===== src/rtl/xbus_dma.sv =====
// rtl/xbus_dma.sv - single-channel xbus block-copy initiator
// Copies len words from src to dst, one read-latency-write triple per word.
`ifndef XADDRW
`define XADDRW 32
`endif
`ifndef XDATAW
`define XDATAW 32
`endif
`ifndef XBYTEC
`define XBYTEC 4
`endif

module xbus_dma #(
  parameter int LENW = 16
) (
  input  logic                 clk,
  input  logic                 rst_n,
  input  logic                 start,
  input  logic                 abort,
  input  logic [`XADDRW-1:0]   src,
  input  logic [`XADDRW-1:0]   dst,
  input  logic [LENW-1:0]      len,
  output logic                 busy,
  output logic                 done,
  output logic [LENW-1:0]      count,
  output logic                 xbus_cs,
  output logic                 xbus_we,
  output logic [`XBYTEC-1:0]   xbus_be,
  output logic [`XADDRW-1:0]   xbus_addr,
  output logic [`XDATAW-1:0]   xbus_wdata,
  input  logic [`XDATAW-1:0]   xbus_rdata
);

  typedef enum logic [1:0] {IDLE, RD, LAT, WR} state_t;

  localparam logic [`XADDRW-1:0] ALIGN_MASK = {{(`XADDRW-2){1'b1}}, 2'b00};
  localparam logic [`XADDRW-1:0] WORD_STEP  = `XADDRW'(4);

  state_t               state_q, state_d;
  logic [`XADDRW-1:0]   src_q, src_d, dst_q, dst_d;
  logic [LENW-1:0]      rem_q, rem_d, count_q, count_d;
  logic [`XDATAW-1:0]   data_q, data_d;
  logic                 done_q, done_d;
  logic                 cs_q, cs_d, we_q, we_d;
  logic [`XBYTEC-1:0]   be_q, be_d;
  logic [`XADDRW-1:0]   addr_q, addr_d;
  logic [`XDATAW-1:0]   wdata_q, wdata_d;

  always_comb begin
    state_d = state_q;
    src_d   = src_q;
    dst_d   = dst_q;
    rem_d   = rem_q;
    count_d = count_q;
    data_d  = data_q;
    done_d  = 1'b0;
    case (state_q)
      IDLE: begin
        if (start && !abort) begin
          count_d = '0;
          if (len != '0) begin
            src_d   = src & ALIGN_MASK;
            dst_d   = dst & ALIGN_MASK;
            rem_d   = len;
            state_d = RD;
          end else begin
            done_d = 1'b1;
          end
        end
      end
      RD:  state_d = abort ? IDLE : LAT;
      LAT: begin
        data_d  = xbus_rdata;
        state_d = abort ? IDLE : WR;
      end
      WR: begin
        // The write is already on the bus, so it is counted even when aborted.
        src_d   = src_q + WORD_STEP;
        dst_d   = dst_q + WORD_STEP;
        rem_d   = rem_q - LENW'(1);
        count_d = count_q + LENW'(1);
        if (abort) begin
          state_d = IDLE;
        end else if (rem_q == LENW'(1)) begin
          state_d = IDLE;
          done_d  = 1'b1;
        end else begin
          state_d = RD;
        end
      end
      default: state_d = IDLE;
    endcase

    // Bus outputs are registered from the upcoming state.
    cs_d    = (state_d == RD) || (state_d == WR);
    we_d    = (state_d == WR);
    be_d    = we_d ? '1 : '0;
    addr_d  = addr_q;
    wdata_d = wdata_q;
    if (state_d == RD) addr_d = src_d;
    if (state_d == WR) begin
      addr_d  = dst_d;
      wdata_d = data_d;
    end
  end

  always_ff @(posedge clk or negedge rst_n) begin
    if (!rst_n) begin
      state_q <= IDLE;
      src_q   <= '0;
      dst_q   <= '0;
      rem_q   <= '0;
      count_q <= '0;
      data_q  <= '0;
      done_q  <= 1'b0;
      cs_q    <= 1'b0;
      we_q    <= 1'b0;
      be_q    <= '0;
      addr_q  <= '0;
      wdata_q <= '0;
    end else begin
      state_q <= state_d;
      src_q   <= src_d;
      dst_q   <= dst_d;
      rem_q   <= rem_d;
      count_q <= count_d;
      data_q  <= data_d;
      done_q  <= done_d;
      cs_q    <= cs_d;
      we_q    <= we_d;
      be_q    <= be_d;
      addr_q  <= addr_d;
      wdata_q <= wdata_d;
    end
  end

  assign busy       = (state_q != IDLE);
  assign done       = done_q;
  assign count      = count_q;
  assign xbus_cs    = cs_q;
  assign xbus_we    = we_q;
  assign xbus_be    = be_q;
  assign xbus_addr  = addr_q;
  assign xbus_wdata = wdata_q;

endmodule


===== config.mk =====
export PLATFORM = sky130hd
export DESIGN_NAME = xbus_dma
export DESIGN_NICKNAME = d
export VERILOG_FILES = /design/src/rtl/xbus_dma.sv
export SDC_FILE = /design/constraint.sdc
export NUM_CORES = 1
export LEC_CHECK = 0
export ABC_AREA = 1
export BUFFER_PORTS_ARGS = -buffer_cell sky130_fd_sc_hd__buf_2
export CORE_ASPECT_RATIO = 0.75
export CORE_MARGIN = 10
export CORE_UTILIZATION = 57
export CTS_CLUSTER_SIZE = 24
export DETAILED_ROUTE_END_ITERATION = 7
export GPL_ROUTABILITY_DRIVEN = 0
export PLACE_DENSITY = 0.82
export SLEW_MARGIN = 25
export SYNTH_ARGS = -nofsm -noshare
export SYNTH_HDL_FRONTEND = slang
export SYNTH_SLANG_ARGS = --single-unit

===== constraint.sdc =====
create_clock -name clk -period 3.05 [get_ports clk]
set_clock_uncertainty 0.15 [all_clocks]
set_input_delay 0.4575 -clock clk [delete_from_list [all_inputs] [get_ports clk]]
set_output_delay 0.4575 -clock clk [all_outputs]
set_load 0.05 [all_outputs]

==> results of run 1 <==
-- layer usage --
| layer | share of wire [%] | track usage, % | vias up |
|---|---|---|---|
| met5 | 0.11 | 0 | - |
| met4 | 2.0 | 7.50 | 6 |
| met3 | 12 | 9.40 | 65 |
| met2 | 43 | 39.5 | 621 |
| met1 | 43 | 36.7 | 5889 |
| li1 | - | - | 5949 |
-- cell families (layout without fill, tap and decap cells) --
kind of cell | after synthesis | in the layout
AO/OA/AOI/OAI | 183 | 183
XOR/XNOR | 2 | 2
adder cells (fa/ha/maj) | 9 | 9
buffers and inverters | 244 | 414
other | 0 | 5
AND/OR/NAND/NOR | 1106 | 1107
flip-flops | 196 | 196
-- timing repair --
item,4_1_cts,5_1_grt
endpoints found under the hold margin,54,0
hold buffers,1,0
setup endpoints to repair,0,7
buffers inserted,0,0
-- state kept, by name, indices dropped and copies added (netlist names) --
signal      count
xbus_addr      32
state_q         2
dst_q          32
xbus_wdata     32
count          16
data_q         32
done            1
xbus_be         1
src_q          32
rem_q          16
-- area by class of cell --
cell class | instances | share of cell area (%)
diodes | 5 | 0.0904
clock buffers | 17 | 3.07
clock inverters | 15 | 1.64
inverters | 161 | 4.36
multi-input cells | 1301 | 44.0
flip-flops and latches | 196 | 35.4
well taps | 282 | 2.55
repair buffers | 221 | 8.83
-- tightest hold or removal path: cells and delay by family --
| family | cells | cell delay (ps) |
|---|---|---|
| simple gates | 2 | 110 |
| buf+inv | 1 | 70 |
-- cell usage after synthesis, types with 3 or more instances --
master / n / area, sq um
a21boi_0: 3 / 22.5
a21boi_1: 3 / 22.5
a21oi_1: 62 / 310
a22oi_1: 3 / 22.5
a31oi_1: 14 / 87.6
and2_1: 24 / 150
buf_1: 18 / 67.6
buf_2: 21 / 105
buf_4: 4 / 30.0
buf_6: 9 / 101
clkbuf_1: 31 / 116
dfrtp_1: 196 / 4900
ha_1: 9 / 113
inv_1: 157 / 589
inv_2: 3 / 11.3
nand2_1: 553 / 2080
nand2_4: 3 / 33.8
nand3_1: 252 / 1260
nand3_2: 6 / 60.1
nand3b_1: 58 / 435
nand4_1: 14 / 87.6
nor2_1: 164 / 616
nor2_2: 8 / 50.1
nor3_1: 11 / 55.1
o211ai_1: 6 / 45.0
o21ai_0: 78 / 390
o22ai_1: 7 / 43.8
-- power by group through the flow --
stage	registers (mW)	logic (mW)	clock network, mW
floorplan	5.76	5.13	0
global placement	4.64	8.09	0
detailed placement	4.67	8.31	0
CTS	4.65	8.37	2.45
global route	4.82	9.37	2.56
finish	4.70	8.50	2.43
-- through the flow --
stage,total power [mW],worst slack (ps),instance area (sq um),hold WS [ps]
4_1_cts,15.5,216,13800,64.7
3_5_place_dp,13.0,199,13200,303
3_3_place_gp,12.7,256,13200,292
5_1_grt,16.7,130,13800,74.5
6_report,15.6,297,13800,68.2
2_1_floorplan,10.9,567,12000,11.9
-- how the worst min path moves through the flow --
| stage | start | endpoint | slack, ps | cells after the start |
|---|---|---|---|---|
| 4_1_cts | xbus_rdata[4] | data_q[4] | 60 | 3 |
| 3_3_place_gp | src_q[0] | src_q[0] | 290 | 2 |
| 6_report | xbus_rdata[29] | data_q[29] | 70 | 3 |
| 3_5_place_dp | src_q[1] | src_q[1] | 300 | 2 |
| 5_1_grt | xbus_rdata[10] | data_q[10] | 70 | 3 |
| 2_1_floorplan | rst_n | count[0] | 10 | 0 |
==> results.yml, run 1 <==
global_routing:
  antenna_found_initial: 7
  grt_pass1_vias: 11600
  grt_usage_pct: 26.9
  grt_pass1_wl_mm: 60.7
  grt_max_degree: 82
  overflow: 0
setup_path:
  worstSetupStartpoint: "state_q[1]"
  cp.required_ps: 3260
  end_kind: "flop"
  reg2reg_to: "rem_q[9]"
  crit_family: "buffers and inverters"
  cp_num_buf_inv: 2
  rr_worst_depth: 6
  startpoint_type: "flop"
  worstPathArrival_ps: 2970
  slowest_delay_ps: 690
  endpoint: "rem_q[9]"
  reg2reg_from: "state_q[1]"
  slowest_stage: "buf_4"
  cp.depth: 6
  critPathKind: "reg2reg"
  path_cells: "ha_2 > buf_4 > o211ai_2 > inv_2 > o21ai_0 > o22ai_1"
  worstPathMaxFanout: 74
  r2r_slack_ps: 300
logic_synthesis:
  syn_area_sq_um: 12000
  synth_cell_types: 44
  synth_edf_count: 0
  ys_seq_area_share_pct: 40.8
  synthFlopType: "dfrtp_1"
  synth_compound_area_share_pct: 8.46
  synth-seq-cells: 196
  synth_simple_gate_area_share_pct: 41.1
  synth_area_per_cell_sq_um: 6.90
  async_reset_ff_share_pct: 100
  synthCells: 1740
  synth_top_family_by_area: "simple AND/OR/NAND/NOR gates"
  synthXorXnorAreaFrac_pct: 0.146
  synth_fp_nets: 1865
  synthAdderAreaFrac_pct: 0.938
  muxShareOfSynthArea_pct: 0
  yosys_warnings: 0
power_and_ir_drop:
  power.leakage_nw: 6.98
  pwr-share-comb_pct: 54.4
  power_density_nw_per_um2: 1130
  pwr-share-seq_pct: 30.0
  p_int_mw: 7.32
  p_clk_share_pct: 15.6
  swShare_pct: 53.2
  peakVddDrop_mv: 0.620
  total_switching_power_mw: 8.31
timing:
  rsz0062_at_grt: "no"
  drv_slew: 0
  fin_crit_ps: 2750
  worst_pin_slew_ps: 993
  maxSlewHeadroom_pct: 33.7
  finalSetupTns_ps: 0
  hold_viol_final: 0
  fmax_mhz: 363
  period_share_pct: 90.3
  setup_viol: 0
drt:
  drtPass1Iterations: 6
  via_count: 12500
  wl_per_cell_microns: 17.4
  drc_errors: 0
  wirelength_mm: 38.1
  antenna_left: 0
  post_drt_via_cell_ratio: 5.70
  dr.first_iter.drc_count: 1504
clocking:
  numCtsBuffers: 17
  clkSinkCount: 196
  cts_tree: "done"
  htreeDepth: 4
  cts.clk_slew.worst_paths_ps: 90
  cts_resized: 0
  cts_buffer_depth: 2
  cts_root_buf: "clkbuf_16"
  clk_latency_ps: 450
floorplan:
  core.rowCount: 45
  dieHeight_microns: 146
  die_x_microns: 188
  start_util_pct: 58.6
  pin_count: 204
  core_sq_um: 20500
  dieArea_sq_um: 27300
status:
  status: "finished clean"
job:
  maxCapViolCount: 0
layout:
  seq_area_sq_um: 4900
  layout-drive-gt1-share_pct: 15.1
  fin_nets: 2023
  fill_cells: 1825
  stdcell_count: 2198
  layout_commonest_cell: "nand2_1"
  areaGrowthSynthToFinish_pct: 15.3
  layout_common_cells: "551 x nand2_1, 252 x nand3_1, 198 x buf_2, 196 x dfrtp_1, 164 x nor2_1"
  final_util_pct: 67.6
  multi_input_area_sq_um: 6100
placement:
  dp_hpwl_mm: 26.6
  dp.cells: 2159
  portBuffers: 199
worst_hold_path:
  hp-class: "in2reg"
No activity file was read; power rests on OpenSTA's default activity.
==> inputs of run 2 (changes only) <==
Settings changed: CELL_PAD_IN_SITES_DETAIL_PLACEMENT set to 1, CELL_PAD_IN_SITES_GLOBAL_PLACEMENT set to 1, CORE_UTILIZATION 57 to 41.
==> results.yml, run 2 (same netlist as run 1, synthesis figures left out) <==
global_routing:
  overflow: 0
  grt_usage_pct: 24.7
  antenna_found_initial: 3
  grt_pass1_vias: 13100
  grt_pass1_wl_mm: 72.2
  grt_max_degree: 83
timing:
  fin_crit_ps: 2480
  drv_slew: 0
  period_share_pct: 81.2
  worst_pin_slew_ps: 761
  rsz0062_at_grt: "no"
  finalSetupTns_ps: 0
  maxSlewHeadroom_pct: 49.3
  fmax_mhz: 404
  setup_viol: 0
  hold_viol_final: 0
setup_path:
  cp.required_ps: 2440
  worstSetupStartpoint: "state_q[0]"
  worstPathArrival_ps: 1870
  rr_worst_depth: 7
  startpoint_type: "flop"
  critPathKind: "reg2out"
  end_kind: "output port"
  worstPathMaxFanout: 10
  reg2reg_from: "state_q[0]"
clocking:
  cts.clk_slew.worst_paths_ps: 80
  htreeDepth: 4
  clkSinkCount: 196
  post_cts_buffers: 0
  clk_latency_ps: 460
  numCtsBuffers: 17
  cts_buffer_depth: 2
  cts_tree: "done"
  cts_root_buf: "clkbuf_16"
layout:
  areaGrowthSynthToFinish_pct: 16.6
  multi_input_area_sq_um: 6090
  layout-drive-gt1-share_pct: 15.3
  seq_area_sq_um: 4900
  layout_commonest_cell: "nand2_1"
  fill_cells: 3837
  stdcell_count: 2312
  layout_common_cells: "551 x nand2_1, 252 x nand3_1, 198 x buf_2, 196 x dfrtp_1, 164 x nor2_1"
  fin_nets: 2029
worst_hold_path:
  hp-class: "in2reg"
  holdPathStages: 3
  min_from: "xbus_rdata[18]"
power_and_ir_drop:
  power.leakage_nw: 7.01
  power_density_nw_per_um2: 1130
  peakVddDrop_mv: 0.583
floorplan:
  dieHeight_microns: 168
  dieArea_sq_um: 36600
  core.rowCount: 54
  pin_count: 204
  die_x_microns: 218
  core_sq_um: 29000
  start_util_pct: 41.4
drt:
  wl_per_cell_microns: 19.7
  wirelength_mm: 45.5
  post_drt_via_cell_ratio: 5.46
  dr.first_iter.drc_count: 895
  drc_errors: 0
  drtPass1Iterations: 5
  antenna_left: 0
  via_count: 12600
placement:
  portBuffers: 199
  dp_hpwl_mm: 32.7
  dp.cells: 2276
status:
  status: "finished clean"
job:
  maxCapViolCount: 0
==> run 2: changes by cell type in the layout (fill, tap and decap cells not counted), sizes merged <==
cell	previous run	this run
clkinv	9	6
diode	5	3
clkbuf	18	20
clkinvlp	0	1
nor2	175	174
buf	219	226
==> run 2: report_power, final <==
group          switching [mW]  internal, mW  total, mW
Sequential              0.949          3.77       4.72
Combinational            6.32          2.45       8.77
Clock                    1.22          1.13       2.34
==> run 2: path summary, 6_finish.rpt <==
check | endpoint | slack [ps]
worst max register to register | xbus_addr[10] | 630
worst min-delay path | data_q[18] | 60
worst max-delay path | busy | 570
min in group asynchronous | rem_q[10] | 460
max in group asynchronous | xbus_addr[15] | 1470
worst min register to register | data_q[16] | 330
==> run 2: critical path: stages, from the launching register on <==
cell and delay (ps):
dfrtp_1 430, inv_1 140, ha_2 330, buf_4 250
inv_1 50, buf_2 210
==> run 2: final cells by class <==
class / instances / area share, %
Antenna cell: 3 / 0.0536
Clock buffer: 19 / 3.16
Clock inverter: 13 / 1.09
Inverter: 161 / 4.32
Multi-Input combinational cell: 1300 / 43.5
Sequential cell: 196 / 35.0
Tap cell: 392 / 3.50
Timing Repair Buffer: 228 / 9.37
==> run 2: per-stage QoR <==
stage                     hold slack [ps]  utilization (%)  total power, mW  area [sq um]  worst slack, ps
final                                62.3             48.3             15.8         14000              574
after global routing                 51.9             48.3             17.1         14000              435
after CTS                            41.6             48.3             15.9         14000              540
after detailed placement              310             46.2             13.4         13400              619
after global placement                296             46.2             13.0         13400              682
after floorplan                      11.9                -             10.9         12000              567
==> run 2: metal layers <==
layer / share of wire (%) / vias to the layer above / track usage, % / wire length (microns)
met4: 1.7 / 0 / 6.52 / 796
met2: 44 / 422 / 37.9 / 20200
li1: - / 5952 / - / -
met1: 45 / 6191 / 33.3 / 20700
met3: 8.5 / 50 / 7.18 / 3850
met5: 0 / - / 0 / 0
==> run 2: repair_timing <==
| item | in CTS | in global routing |
|---|---|---|
| hold buffers | 1 | 0 |
| gates resized for setup | 0 | 0 |
| hold endpoints to repair | 75 | 0 |
==> inputs of run 3 (changes only) <==
Settings changed: CORE_UTILIZATION 41 to 37, PLACE_DENSITY 0.82 to 0.79.
Clock period 3.05 ns to 2.16 ns, I/O delays scaled along.
==> results.yml, run 3 (same netlist as run 1, synthesis figures left out) <==
status:
  status: "finished clean"
timing:
  setup_ws_ps: 65.8
  maxSlewHeadroom_pct: 70.5
  fin_crit_ps: 2090
  drv_slew: 0
  fmax_mhz: 478
  hold_viol_final: 0
  finalSetupTns_ps: 0
  period_share_pct: 97.0
  worst_pin_slew_ps: 440
  setup_viol: 0
  fin_hold_ws_ps: 72.4
  rsz0062_at_grt: "yes"
global_routing:
  overflow: 0
  grt_usage_pct: 23.5
  grt_pass1_vias: 13800
  grt_max_degree: 75
  grt_pass1_wl_mm: 75.8
  antenna_found_initial: 2
floorplan:
  start_util_pct: 37.3
  core_sq_um: 32200
  dieArea_sq_um: 40100
  die_x_microns: 228
  dieHeight_microns: 176
  pin_count: 204
  core.rowCount: 57
layout:
  layout-drive-gt1-share_pct: 20.6
  layout_commonest_cell: "nand2_1"
  design_area_sq_um: 15400
  layout_common_cells: "543 x nand2_1, 245 x nand3_1, 197 x buf_2, 190 x dfrtp_1, 149 x inv_1"
  areaGrowthSynthToFinish_pct: 28.2
  stdcell_count: 2459
  fin_nets: 2128
worst_hold_path:
  min_to: "rem_q[12]"
  holdPathStages: 3
  hp-class: "in2reg"
  min_from: "len[12]"
setup_path:
  worstPathMaxFanout: 9
  reg2reg_to: "xbus_addr[20]"
  rr_worst_depth: 10
  r2r_slack_ps: 70
  critPathKind: "reg2reg"
  worstPathArrival_ps: 2340
  reg2reg_from: "state_q[0]"
  startpoint_type: "flop"
  cp.required_ps: 2410
  end_kind: "flop"
clocking:
  cts.clk_slew.worst_paths_ps: 80
  numCtsBuffers: 17
  clkSinkCount: 196
  cts_buffer_depth: 2
  cts_root_buf: "clkbuf_16"
  clk_latency_ps: 470
  htreeDepth: 4
  cts_tree: "done"
placement:
  dp_hpwl_mm: 33.8
  portBuffers: 199
  dpl_cell_area_sq_um: 13900
  dp.cells: 2369
  dp_worst_setup_slack_ps: -110
drt:
  via_count: 13200
  dr.first_iter.drc_count: 962
  post_drt_via_cell_ratio: 5.36
  antenna_left: 0
  drc_errors: 0
  wirelength_mm: 48.3
  drtPass1Iterations: 5
  wl_per_cell_microns: 19.6
job:
  maxCapViolCount: 0
power_and_ir_drop:
  power_density_nw_per_um2: 1560
  peakVddDrop_mv: 0.873
  power.leakage_nw: 7.56
==> run 3: cell types whose count changed in the layout (fill, tap and decap cells not counted), sizes merged <==
cell,before,now
clkbuf,20,25
clkinvlp,1,0
buf,226,287
clkinv,6,5
dlygate4sd3,1,33
diode,3,2
inv,167,169
==> run 3: how the worst max path moves through the flow <==
stage | start | end | slack, ps | cells past startpoint
finish | state_q[0] | xbus_addr[20] | 70 | 10
global route | dst_q[11] | dst_q[25] | -20 | 9
floorplan | state_q[0] | xbus_addr[29] | 10 | 12
global placement | len[10] | xbus_wdata[26] | 2 | 12
CTS | state_q[1] | busy | -70 | 5
detailed placement | len[10] | xbus_wdata[21] | -110 | 12
==> run 3: layer usage <==
| layer | vias to the layer above | GRT usage, % | part of all wire [%] |
|---|---|---|---|
| li1 | 6164 | - | - |
| met1 | 6544 | 31.7 | 46 |
| met2 | 400 | 37.1 | 45 |
| met3 | 63 | 5.26 | 6.4 |
| met4 | 0 | 7.04 | 2.1 |
| met5 | - | 0 | 0 |
==> run 3: worst max-delay path, stage by stage, from the launching register on <==
cell,delay [ps]
dfrtp_2,450
inv_4,70
ha_4,210
buf_4,160
nor3_4,230
a21oi_4,80
nor2_4,120
buf_4,180
buf_12,140
nand3b_1,130
nand3_1,110
==> run 3: per-stage QoR <==
| step | power, mW | utilization (%) |
|---|---|---|
| 4_1_cts | 23.2 | 46.3 |
| 3_3_place_gp | 18.8 | 43.2 |
| 6_report | 24.0 | 47.9 |
| 5_1_grt | 25.9 | 47.9 |
| 3_5_place_dp | 19.4 | 43.2 |
| 2_1_floorplan | 15.4 | - |
==> run 3: where the power goes <==
group / internal [mW] / switching, mW
Combinational: 4.55 / 9.42
Clock: 1.60 / 1.76
Sequential: 5.34 / 1.35
Total: 11.5 / 12.5
==> run 3: area by class of cell <==
cell class / count / area, sq um
sequential: 196 / 4910
timing repair buffer: 327 / 2410
tap: 442 / 553
antenna: 2 / 5.00
inverter: 161 / 609
clock buffer: 18 / 439
multi-input combinational: 1300 / 6310
fill: 4152 / 16800
clock inverter: 13 / 159
==> run 3: what timing repair did <==
action                     4_1_cts  5_1_grt
hold endpoints to repair       104        0
buffers inserted                 3       16
gates cloned                     0        5
pin swaps                        1       15
setup endpoints to repair       42       89
hold buffers                    33        0
resized for setup               14       71
